===== config.mk =====
export PLATFORM = sky130hd
export DESIGN_NAME = um245r_sequencer
export DESIGN_NICKNAME = d
export VERILOG_FILES = /design/src/rtl/um245r_sequencer.sv
export SDC_FILE = /design/constraint.sdc
export NUM_CORES = 1
export LEC_CHECK = 0
export ABC_AREA = 1
export CORE_MARGIN = 3
export CORE_UTILIZATION = 40
export CTS_CLUSTER_DIAMETER = 150
export CTS_CLUSTER_SIZE = 30
export DETAILED_ROUTE_END_ITERATION = 8
export SLEW_MARGIN = 0
export SYNTH_ARGS = -nofsm -noshare
export SYNTH_HDL_FRONTEND = slang
export SYNTH_SLANG_ARGS = --single-unit

===== constraint.sdc =====
create_clock -name clk -period 2.36 [get_ports clk]
set_input_delay 0.472 -clock clk [delete_from_list [all_inputs] [get_ports clk]]
set_output_delay 0.472 -clock clk [all_outputs]
set_load 0.05 [all_outputs]

===== src/rtl/um245r_sequencer.sv =====
// CPU-side byte FIFOs sequenced onto an FTDI UM245R parallel FIFO port.
// TX bytes go out on WR strobes; RX bytes come in on _RD strobes, shared bus arbitrated round-robin.
module um245r_sequencer #(
  parameter int DEPTH           = 4,
  parameter int STROBE_CYCLES   = 2,
  parameter int RECOVERY_CYCLES = 3
) (
  input  logic       clk,
  input  logic       MR,
  input  logic [7:0] tx_data,
  input  logic       tx_valid,
  output logic       tx_ready,
  output logic [7:0] rx_data,
  output logic       rx_valid,
  input  logic       rx_ready,
  output logic       _flag_do,
  output logic       _flag_di,
  input  logic       _TXE,
  input  logic       _RXF,
  output logic       WR,
  output logic       _RD,
  output logic [7:0] dout,
  output logic       dout_oe,
  input  logic [7:0] din
);

  localparam int AW = $clog2(DEPTH);
  localparam int CW = $clog2(STROBE_CYCLES + RECOVERY_CYCLES);
  localparam logic [AW:0] FULL = (AW+1)'(DEPTH);

  typedef enum logic [2:0] {IDLE, WR_SETUP, WR_STROBE, RD_STROBE, RECOVER} state_t;

  state_t        state;
  logic [CW-1:0] cnt;
  logic          last_tx;
  logic          txe_meta, txe_s, rxf_meta, rxf_s;

  logic [7:0]  tx_mem [DEPTH];
  logic [7:0]  rx_mem [DEPTH];
  logic [AW-1:0] tx_wr, tx_rd, rx_wr, rx_rd;
  logic [AW:0]   tx_count, rx_count;

  logic tx_push, tx_pop, rx_push, rx_pop;
  logic strobe_done, recover_done, tx_elig, rx_elig;

  assign tx_ready = (tx_count != FULL);
  assign rx_valid = (rx_count != '0);
  assign rx_data  = rx_valid ? rx_mem[rx_rd] : 8'h00;
  assign _flag_do = !tx_ready;
  assign _flag_di = !rx_valid;

  assign strobe_done  = (cnt == CW'(STROBE_CYCLES - 1));
  assign recover_done = (cnt == CW'(RECOVERY_CYCLES - 1));
  assign tx_elig      = (tx_count != '0) && !txe_s;
  assign rx_elig      = (rx_count != FULL) && !rxf_s;

  assign tx_push = tx_valid && tx_ready;
  assign tx_pop  = (state == WR_STROBE) && strobe_done;
  assign rx_push = (state == RD_STROBE) && strobe_done;
  assign rx_pop  = rx_valid && rx_ready;

  // Device flags are asynchronous; reset to 1 so nothing is served until they settle.
  always_ff @(posedge clk) begin
    if (MR) begin
      {txe_meta, txe_s, rxf_meta, rxf_s} <= '1;
    end else begin
      txe_meta <= _TXE;
      txe_s    <= txe_meta;
      rxf_meta <= _RXF;
      rxf_s    <= rxf_meta;
    end
  end

  always_ff @(posedge clk) begin
    // NOTE: storage arrays carry no reset; the counts alone decide which entries are valid.
    if (tx_push) tx_mem[tx_wr] <= tx_data;
    if (rx_push) rx_mem[rx_wr] <= din;
  end

  always_ff @(posedge clk) begin
    if (MR) begin
      tx_wr    <= '0;
      tx_rd    <= '0;
      tx_count <= '0;
      rx_wr    <= '0;
      rx_rd    <= '0;
      rx_count <= '0;
    end else begin
      if (tx_push) tx_wr <= tx_wr + AW'(1);
      if (tx_pop)  tx_rd <= tx_rd + AW'(1);
      if (rx_push) rx_wr <= rx_wr + AW'(1);
      if (rx_pop)  rx_rd <= rx_rd + AW'(1);
      case ({tx_push, tx_pop})
        2'b10:   tx_count <= tx_count + (AW+1)'(1);
        2'b01:   tx_count <= tx_count - (AW+1)'(1);
        default: ;
      endcase
      case ({rx_push, rx_pop})
        2'b10:   rx_count <= rx_count + (AW+1)'(1);
        2'b01:   rx_count <= rx_count - (AW+1)'(1);
        default: ;
      endcase
    end
  end

  // Bus sequencer; last_tx = 1 means TX won the last grant, so RX wins the next tie.
  always_ff @(posedge clk) begin
    if (MR) begin
      state   <= IDLE;
      cnt     <= '0;
      last_tx <= 1'b1;
      WR      <= 1'b0;
      _RD     <= 1'b1;
      dout    <= 8'h00;
      dout_oe <= 1'b0;
    end else begin
      case (state)
        IDLE: begin
          if (tx_elig && (!rx_elig || !last_tx)) begin
            state   <= WR_SETUP;
            dout    <= tx_mem[tx_rd];
            dout_oe <= 1'b1;
            last_tx <= 1'b1;
          end else if (rx_elig) begin
            state   <= RD_STROBE;
            _RD     <= 1'b0;
            cnt     <= '0;
            last_tx <= 1'b0;
          end
        end
        WR_SETUP: begin
          state <= WR_STROBE;
          WR    <= 1'b1;
          cnt   <= '0;
        end
        WR_STROBE: begin
          if (strobe_done) begin
            state <= RECOVER;
            WR    <= 1'b0;
            cnt   <= '0;
          end else begin
            cnt <= cnt + CW'(1);
          end
        end
        RD_STROBE: begin
          if (strobe_done) begin
            state <= RECOVER;
            _RD   <= 1'b1;
            cnt   <= '0;
          end else begin
            cnt <= cnt + CW'(1);
          end
        end
        RECOVER: begin
          // The 74245 keeps driving D for one cycle past the falling WR edge for hold time.
          dout_oe <= 1'b0;
          if (recover_done) state <= IDLE;
          else              cnt   <= cnt + CW'(1);
        end
        default: state <= IDLE;
      endcase
    end
  end

endmodule


==> metrics.txt <==
worst-path maximum fanout 5; Async S/R FF share, synth 0%; top-area cell type share of the netlist area 44.8%; post-route cell area 5110 um^2; cell area after synthesis 4290 um^2; Routability Congestion 0.749; worst vdd ir 378 uV; Max Cap Viol 0; RSZ-0062 raised after global routing false; Arr. time, crit path 2.42 ns; synthesized flop and latch total 102; DRT iter0 DRCs 141; final hold violations 0; cell taking the most area after synthesis edfxtp_1; Setup violations, final 0; Req. time, crit path 2.62 ns; worst skew pair latency 0.36 ns; tightest hold margin 0.417 ns; synth unique cells 26; highest-delay cell along the critical path dfxtp_1; Post-CTS Setup Bufs 0; top-count cell post-synth nor2_1; Worst-path clk slew 0.10 ns; LEAKAGE 1.90 nW; Sink Count 102; Nets 518; ant diodes 0; Final Max Slew Viols 0; die height 110 um; Final period util 91.6%; syn nets 460; Post-CTS Hold Buffers 0; total gr overflow 0; skew final 0.0106 ns; Worst-Margin Slew 0.532 ns; Layout area overhead 19.1%; number of synthesized flops with an enable pin 64; initial antenna violation count 0; Fin Setup TNS 0 ns; HP Class flop to flop; CP cell instances inv_1, ha_1, nand2_1, inv_1, nand2_2, ha_1, inv_1, fa_1, a21oi_1, o21ai_0, o21ai_0, a21oi_1; total wire length 8.25 mm; Rel. slew slack 64.5%; layout cells sized above 1 14.0%; highest routed layer met4; Power, Total 3.89 mW; CTS Buffer Depth 2; Worst setup EP type flop; root buffer cell clkbuf_8; register area share after synthesis 62.6%; power density cells 761 nW/um^2; vias in the first global route 2828; Fmax 0.463 GHz; routed wl met3 257 um; DRT met1 WL 3.80 mm; # fillers 951; die area 12000 um^2; number of clock buffers inserted by TritonCTS 9; Top FF cell, synth edfxtp_1; ranking of synthesized cells by area edfxtp_1 (45%), dfxtp_1 (18%), nor2_1 (6.5%); utilization after layout 49.3%; Vias 2944; total track usage 14.5%; Pre-Repair DR Iteration Count 4; startpoint types flop; WL/cell 13.3 um; antenna viol nets, final 0; yosys warns 0; synth cell count leaders nor2_1 (74), edfxtp_1 (64), nand2_1 (50), o21ai_0 (46), inv_1 (41); Final HPWL DP 5.76 mm; Syn Area/Cell 10.1 um^2; core area 10400 um^2; DRC Markers 0; I/O Buffers 44; largest net degree at the start of global routing 20; die width 110 um; critical setup path kind flop to flop; initial core utilization 41.3%; first-pass GRT wire length 13.3 mm; Tmin final 2.16 ns; crit-path most repeated cell inv_1; CTS tree built; Post-DP Area 4920 um^2; # IOs 45; status finished, final reports clean; htree depth 3; Synth Instances 423; vias per inst 4.73; crit-path max cell delay 0.38 ns; WL met2 4.10 mm; num rows 37
## worst max-delay path, delay by kind of cell, from the launching register on
kind | cells | cell delay [ns]
buffers and inverters | 3 | 0.22
flip-flops | 1 | 0.38
AND/OR/NAND/NOR | 2 | 0.29
adder cells (fa/ha/maj) | 3 | 0.71
AO/OA/AOI/OAI | 4 | 0.46
## stage by stage
stage / setup slack, ns / cells
6_report: 0.199 / 622
3_3_place_gp: 0.112 / 606
2_1_floorplan: 0.139 / 423
3_5_place_dp: 0.0643 / 606
4_1_cts: 0.0366 / 622
5_1_grt: 0.0325 / 622
## cells by family (layout without fill, tap and decap cells)
logic type	Yosys count	in the layout	share of synthesized area (%)
AO/OA/AOI/OAI	93	93	11.2
adder cells (fa/ha/maj)	15	15	4.73
buffers and inverters	60	123	5.89
flip-flops	102	102	62.6
AND/OR/NAND/NOR	153	153	15.6
## layout by cell type, fill, tap and decap left out, types with 4 or more instances in the layout
master           count
o22ai_1              8
or2_2                4
nand2_1             50
edfxtp_1            64
o21ai_0             45
nand3_1             11
clkdlybuf4s50_1     32
dfxtp_1             36
clkbuf_8             9
nand2_2              6
buf_4               25
ha_1                13
inv_2                6
inv_1               41
a21oi_1             37
nor2_1              74
## per-layer routing
layer / vias up / GRT usage, %
li1: 1525 / -
met3: 8 / 3.52
met4: 0 / 4.54
met2: 38 / 24.5
met5: - / 0
met1: 1373 / 18.3
## path summary, 6_finish.rpt
kind	start	endpoint	slack (ns)	depth (start not counted)
min	rxf_meta	rxf_s	0.42	1
max	cnt[1]	rx_count[2]	0.20	12
min reg2reg	rxf_meta	rxf_s	0.42	1
max reg2reg	cnt[1]	rx_count[2]	0.20	12
## area by class of cell
cell class	count	area [um^2]	area share (%)
inverter	48	181	3.55
multi-input combinational	261	1350	26.5
clock buffer	10	128	2.50
tap	136	170	3.33
clock inverter	6	55.1	1.08
timing repair buffer	59	537	10.5
sequential	102	2690	52.6
## power by group
group          switching [mW]  internal [mW]  total (mW)  leakage (nW)
logic                   0.525          0.276       0.800         0.925
clock network           0.619          0.402        1.02        0.0865
registers              0.0656           2.00        2.06         0.892
## state kept, by name, indices dropped and copies added, names as in the netlist, 3 cells and up, named ones only
signal    cells
cnt           3
state         3
tx_mem       32
rx_count      3
dout          8
tx_count      3
rx_mem       32
## repair_timing
action                                 4_1_cts  5_1_grt
pin swaps                                    0        1
endpoints found under the hold margin        0        0
gates resized for setup                      1        3
setup endpoints to repair                    1        9
(Power assumes the default switching activity.)
